--- config.mk ---
export PLATFORM = sky130hd
export DESIGN_NAME = addsub_result_scan
export DESIGN_NICKNAME = d
export VERILOG_FILES = /design/src/rtl/addsub_result_scan_pkg.sv /design/src/rtl/addsub_result_scan_hex.sv /design/src/rtl/addsub_result_scan.sv
export SDC_FILE = /design/constraint.sdc
export NUM_CORES = 1
export LEC_CHECK = 0
export CAP_MARGIN = 20
export CORE_ASPECT_RATIO = 2
export CORE_MARGIN = 2
export CORE_UTILIZATION = 49
export DETAILED_ROUTE_END_ITERATION = 10
export GPL_TIMING_DRIVEN = 0
export PLACE_DENSITY = 0.75
export RECOVER_POWER = 50
export SETUP_SLACK_MARGIN = 0.15
export SYNTH_ARGS = -nofsm -noshare
export SYNTH_HDL_FRONTEND = slang
export SYNTH_SLANG_ARGS = --single-unit
--- constraint.sdc ---
create_clock -name clk -period 2.7 [get_ports clk]
set_clock_uncertainty 0.2 [all_clocks]
set_input_delay 0.54 -clock clk [delete_from_list [all_inputs] [get_ports clk]]
set_output_delay 0.54 -clock clk [all_outputs]
set_load 0.05 [all_outputs]
--- src/rtl/addsub_result_scan_pkg.sv ---
// Shared constants and types for the add/sub result display scanner.
package addsub_result_scan_pkg;

  localparam int IDX_W = 2;

  // Active-high glyphs, bit order {g,f,e,d,c,b,a}.
  localparam logic [6:0] GLYPH_C     = 7'h39;
  localparam logic [6:0] GLYPH_N     = 7'h54;
  localparam logic [6:0] GLYPH_BLANK = 7'h00;

  // Active-low digit enables; bit3 drives the leftmost digit.
  localparam logic [3:0] AN_SUM  = 4'b1110;
  localparam logic [3:0] AN_STAT = 4'b1101;
  localparam logic [3:0] AN_B    = 4'b1011;
  localparam logic [3:0] AN_A    = 4'b0111;
  localparam logic [3:0] AN_OFF  = 4'b1111;

  typedef enum logic [IDX_W-1:0] {
    DIG_SUM  = 2'd0,
    DIG_STAT = 2'd1,
    DIG_B    = 2'd2,
    DIG_A    = 2'd3
  } digit_e;

  typedef struct packed {
    logic [3:0] a;
    logic [3:0] b;
    logic       sub;
    logic [3:0] sum;
    logic       cout1;
  } capture_t;

  function automatic digit_e next_digit(input digit_e d);
    unique case (d)
      DIG_SUM:  return DIG_STAT;
      DIG_STAT: return DIG_B;
      DIG_B:    return DIG_A;
      default:  return DIG_SUM;
    endcase
  endfunction

endpackage

--- src/rtl/addsub_result_scan_hex.sv ---
// Nibble to active-high 7-segment glyph ({g,f,e,d,c,b,a}), purely combinational.
module hex_to_7seg (
  input  logic [3:0] nibble,
  output logic [6:0] glyph
);

  always_comb begin
    // NOTE: default first so no path leaves glyph unassigned (no latch).
    glyph = 7'h00;
    unique case (nibble)
      4'h0: glyph = 7'h3F;
      4'h1: glyph = 7'h06;
      4'h2: glyph = 7'h5B;
      4'h3: glyph = 7'h4F;
      4'h4: glyph = 7'h66;
      4'h5: glyph = 7'h6D;
      4'h6: glyph = 7'h7D;
      4'h7: glyph = 7'h07;
      4'h8: glyph = 7'h7F;
      4'h9: glyph = 7'h6F;
      4'hA: glyph = 7'h77;
      4'hB: glyph = 7'h7C;
      4'hC: glyph = 7'h39;
      4'hD: glyph = 7'h5E;
      4'hE: glyph = 7'h79;
      4'hF: glyph = 7'h71;
      default: glyph = 7'h00;
    endcase
  end

endmodule

--- src/rtl/addsub_result_scan.sv ---
// Captures add/sub operands and result on a load edge and scans them onto a
// 4-digit common-anode display: a, b, status glyph, result (left to right).
module addsub_result_scan
  import addsub_result_scan_pkg::*;
#(
  parameter int SCAN_DIV  = 50000,
  parameter int BLANK_CYC = 4
) (
  input  logic       clk,
  input  logic       rst_n,
  input  logic [3:0] a,
  input  logic [3:0] b,
  input  logic       sub,
  input  logic [3:0] sum,
  input  logic       cout1,
  input  logic       load,
  output logic [6:0] seg_n,
  output logic [3:0] an_n,
  output logic       valid
);

  localparam int PRESC_W = $clog2(SCAN_DIV);

  if (SCAN_DIV < 2) begin : g_bad_div
    $error("SCAN_DIV must be at least 2");
  end
  if (BLANK_CYC >= SCAN_DIV) begin : g_bad_blank
    $error("BLANK_CYC must be less than SCAN_DIV");
  end

  logic [PRESC_W-1:0] presc;
  digit_e             idx;
  logic               load_d;
  logic               cap_en;
  capture_t           cap;

  logic               presc_wrap;
  logic               in_blank;
  logic [3:0]         nibble;
  logic [6:0]         hex_glyph;
  logic [6:0]         glyph_nxt;
  logic [3:0]         an_nxt;

  assign cap_en     = load & ~load_d;
  assign presc_wrap = (presc == PRESC_W'(SCAN_DIV - 1));
  assign in_blank   = (presc < PRESC_W'(BLANK_CYC));

  // NOTE: sequential state uses non-blocking assignments so every register
  // samples pre-edge values, keeping capture and digit advance in lockstep.
  always_ff @(posedge clk or negedge rst_n) begin
    if (!rst_n) begin
      presc  <= '0;
      idx    <= DIG_SUM;
      load_d <= 1'b0;
      cap    <= '0;
      valid  <= 1'b0;
    end else begin
      load_d <= load;
      if (presc_wrap) begin
        presc <= '0;
        idx   <= next_digit(idx);
      end else begin
        presc <= presc + PRESC_W'(1);
      end
      if (cap_en) begin
        cap   <= '{a: a, b: b, sub: sub, sum: sum, cout1: cout1};
        valid <= 1'b1;
      end
    end
  end

  always_comb begin
    nibble = cap.sum;
    unique case (idx)
      DIG_B:   nibble = cap.b;
      DIG_A:   nibble = cap.a;
      default: nibble = cap.sum;
    endcase
  end

  hex_to_7seg u_hex (
    .nibble (nibble),
    .glyph  (hex_glyph)
  );

  // Output mux works only from registered state, so inputs never reach the pins
  // combinationally and new data always lands together with its digit index.
  always_comb begin
    an_nxt    = AN_OFF;
    glyph_nxt = GLYPH_BLANK;
    unique case (idx)
      DIG_SUM: begin
        an_nxt    = AN_SUM;
        glyph_nxt = hex_glyph;
      end
      DIG_STAT: begin
        an_nxt = AN_STAT;
        if (!cap.sub && cap.cout1)      glyph_nxt = GLYPH_C;
        else if (cap.sub && !cap.cout1) glyph_nxt = GLYPH_N;
        else                            glyph_nxt = GLYPH_BLANK;
      end
      DIG_B: begin
        an_nxt    = AN_B;
        glyph_nxt = hex_glyph;
      end
      default: begin
        an_nxt    = AN_A;
        glyph_nxt = hex_glyph;
      end
    endcase
    if (!valid || in_blank) begin
      an_nxt    = AN_OFF;
      glyph_nxt = GLYPH_BLANK;
    end
  end

  always_ff @(posedge clk or negedge rst_n) begin
    if (!rst_n) begin
      seg_n <= 7'h7F;
      an_n  <= AN_OFF;
    end else begin
      seg_n <= ~glyph_nxt;
      an_n  <= an_nxt;
    end
  end

endmodule

==> results.tsv, run 1 <==
stage	metric	value	unit
status	status	completed	
timing	setup_tns	0	ps
cts	cts_buffers	5	
cts	cts_tree	yes	
critical_path	cp_slowest_cell	mux4_2	
critical_path	worst-path-buf-inv	3	
placed_design	port-buffer-count	28	
detailed_routing	avgRoutedWirePerCell	15.4	µm
synthesis	synth.cell_area	0.00230	mm²
timing	tightest_slew	1220	ps
timing	fmax	404	MHz
global_route	grt_pass1_wl	7450	µm
global_route	grt_max_degree	26	
timing	fin_crit	2470	ps
synthesis	async_reset_ff_frac	1.00	
cells_and_area	fin_nets	274	
synthesis	synth-edff-count	0	
global_route	antenna_found_initial	0	
synthesis	synth_top_cell_by_area	dfrtp_1	
detailed_routing	vias_per_cell	5.69	
die	dieArea	0.00529	mm²
synthesis	synth_cell_types	45	
timing	final_hold_viol_count	0	
timing	rsz0062_at_grt	no	
placed_design	routabilityCongestion	0.861	
synthesis	yosys_most_used_dff	dfrtp_1	
detailed_routing	final_antenna_net_count	0	
pwr	cellPowerDensity	580	mW/mm²
hold_path	hold_class	in2async	
critical_path	worstPathRequired	2720	ps
cells_and_area	antennaDiodeCount	0	
cts	clk_pin_slew	80	ps
pwr	p_leak	1.24	nW
cells_and_area	finish.utilization	0.641	
job	cap_violations	0	
synthesis	syn_avg_cell_area	11.4	µm²
synthesis	synth.area.top_cells	dfrtp_1 37%, dfstp_2 13%, ha_1 8.2%, mux2_2 5.9%, xnor2_1 2.7%	
synthesis	synth_cells	201	
cts	clk_latency	300	ps
timing	max_slew_margin	0.185	
global_route	grt_overflow	0	
critical_path	arrival	2500	ps
die	core_area	0.00455	mm²
die	io_pins	29	
critical_path	cp_max_fo	10	
timing	period_share	0.916	
detailed_routing	drt_iter0_markers	34	
cts	cts_max_path_buffers	2	
placed_design	place_area	0.00268	mm²
critical_path	worst_setup_path_start_kind	register	
critical_path	critPathCaptureType	register	
synthesis	synth_nets	233	
synthesis	yosys_warnings	0	
detailed_routing	drc	0	
critical_path	critical-path-top-delay-family	compound AO/OA/AOI/OAI gates	
synthesis	yosys.area.top_type_share	0.370	
detailed_routing	first_pass_iters	4	
cells_and_area	postLayoutCellArea	0.00292	mm²
cts	cts_sinks	45	
cells_and_area	layout_commonest_cell	dfrtp_1	
synthesis	synth_seq_area_share	0.496	
die	initial_core_util	0.505	
timing	finalMaxSlewViolations	0	
detailed_routing	via_count	1695	
die	die_w	52.4	µm
global_route	track_usage	0.191	
global_route	grt_pass1_vias	1650	
critical_path	crit_chain	buf_6 -> ha_4 -> buf_6 -> a22o_1 -> a21oi_4 -> inv_4 -> ha_4 -> mux4_2 -> a21o_1	
cells_and_area	area_delta_synth_final	27.1	%
cells_and_area	layout-drive-gt1-share	0.243	
die	die_h	101	µm
pwr	peakVddDrop	448	µV
cts	h-tree-depth	2	
placed_design	dp_hpwl	3380	µm
pwr	total_power	0.00170	W
cells_and_area	final_cell_mix	34 x dfrtp_1, 26 x clkdlybuf4s50_1, 12 x nor2_1, 12 x mux2_2, 11 x dfstp_2	
cts	root_buffer	clkbuf_8	
critical_path	path_class	reg2reg	
critical_path	max_stage_delay	460	ps
synthesis	synth_seq_cells	45	
timing	setup_violations	0	
die	rows	35	
detailed_routing	drt_wl_total	4580	µm
-- Yosys cell counts, types with 2 or more instances --
| library cell | n |
|---|---|
| o21bai_1 | 2 |
| nor4_4 | 2 |
| o21ai_0 | 6 |
| a211oi_1 | 3 |
| dfstp_2 | 11 |
| o311ai_0 | 2 |
| xnor2_1 | 7 |
| nor2_1 | 13 |
| or3b_2 | 2 |
| nand3_1 | 9 |
| buf_2 | 2 |
| a22oi_1 | 4 |
| mux2i_1 | 4 |
| nand2_1 | 10 |
| nor3_1 | 6 |
| dfrtp_1 | 34 |
| mux2_2 | 12 |
| nor4_1 | 4 |
| ha_1 | 15 |
| a22o_1 | 4 |
| nor3b_1 | 2 |
| xor2_1 | 6 |
| nor2b_1 | 2 |
| inv_1 | 11 |
| clkbuf_1 | 3 |
| a21o_1 | 2 |
| a21oi_1 | 5 |
-- worst reg2reg max path, delay by kind of cell (launching register included) --
kind,cells,cell delay (ps)
AOI/OAI and AO/OA,3,610
adders and majority gates,2,340
buffers and inverters,3,370
DFF,1,410
muxes,1,460
-- power breakdown --
group | switching, W | internal (W) | total, W | leakage, nW
registers | 0.0000261 | 0.000751 | 0.000777 | 0.538
logic | 0.000227 | 0.000174 | 0.000401 | 0.645
clock network | 0.000215 | 0.000302 | 0.000517 | 0.0585
total | 0.000469 | 0.00123 | 0.00170 | 1.24
-- registers in the layout, indices dropped and copies added (netlist names) --
name and flops:
idx 2, load_d 1, cap 14, presc 16, valid 1, an_n 4, seg_n 7
-- cell type report --
type | instances | area (µm²)
fill | 372 | 1630
multi-input combinational | 140 | 1180
sequential | 45 | 1140
timing repair buffer | 34 | 343
clock buffer | 7 | 86.3
tap | 55 | 68.8
inverter | 11 | 43.8
buffer | 5 | 33.8
clock inverter | 1 | 30.0
-- logic make-up (layout without fill, tap and decap cells) --
kind of cell / Yosys count / in the layout / share of synthesized area
simple gates: 59 / 59 / 0.145
xor+xnor: 13 / 13 / 0.0495
mux: 18 / 18 / 0.0925
compound gates: 35 / 35 / 0.108
fa+ha+maj: 15 / 15 / 0.0817
buf+inv: 16 / 58 / 0.0272
flops: 45 / 45 / 0.496
-- through the flow --
stage               hold WS (ps)  cells  setup slack [ps]
CTS                         7.19    296               157
global placement             276    284              -262
global route                 319    298               158
finish                       272    298               227
floorplan                   44.4    201               164
detailed placement           286    285             -98.7
-- routing by layer --
layer / up-vias / part of all wire / GRT usage
met4: 0 / 0.036 / 0.103
met1: 829 / 0.36 / 0.197
met2: 56 / 0.56 / 0.345
met5: - / 0 / 0
met3: 15 / 0.036 / 0.0356
li1: 795 / - / -
-- what timing repair did --
item,in CTS,in global routing
resized for setup,8,12
pin swaps,1,2
setup buffers,3,2
endpoints found under the setup margin,4,4
hold buffers,0,0
-- worst paths after layout --
| check | from | end | slack [ps] | depth (start not counted) |
|---|---|---|---|---|
| max | idx[0]$_DFFE_PN0N_ | seg_n[3]$_DFF_PN1_ | 230 | 9 |
| min | rst_n | presc[4]$_DFF_PN0_ | 270 | 1 |
| max reg2reg | idx[0]$_DFFE_PN0N_ | seg_n[3]$_DFF_PN1_ | 230 | 9 |
| min reg2reg | presc[0]$_DFF_PN0_ | presc[0]$_DFF_PN0_ | 290 | 1 |
| max in group asynchronous | rst_n | seg_n[5]$_DFF_PN1_ | 1240 | 2 |
| min in group clk | presc[0]$_DFF_PN0_ | presc[0]$_DFF_PN0_ | 290 | 1 |
Note: power is estimated with default switching activity, not from simulation.
==> run 2, diff against run 1 <==
--- a/config.mk
+++ b/config.mk
@@ -17,3 +17,4 @@
 export SYNTH_ARGS = -nofsm -noshare
 export SYNTH_HDL_FRONTEND = slang
 export SYNTH_SLANG_ARGS = --single-unit
+export TNS_END_PERCENT = 100
==> results of run 2 <==
Same layout as run 1: the final DEF is identical, and so are final timing and power.
==> run 3, diff against run 2 <==
--- a/config.mk
+++ b/config.mk
@@ -9,6 +9,7 @@
 export CORE_ASPECT_RATIO = 2
 export CORE_MARGIN = 2
 export CORE_UTILIZATION = 49
+export CTS_CLUSTER_DIAMETER = 80
 export DETAILED_ROUTE_END_ITERATION = 10
 export GPL_TIMING_DRIVEN = 0
 export PLACE_DENSITY = 0.75
==> results of run 3 <==
Same layout as run 1: the final DEF is identical, and so are final timing and power.
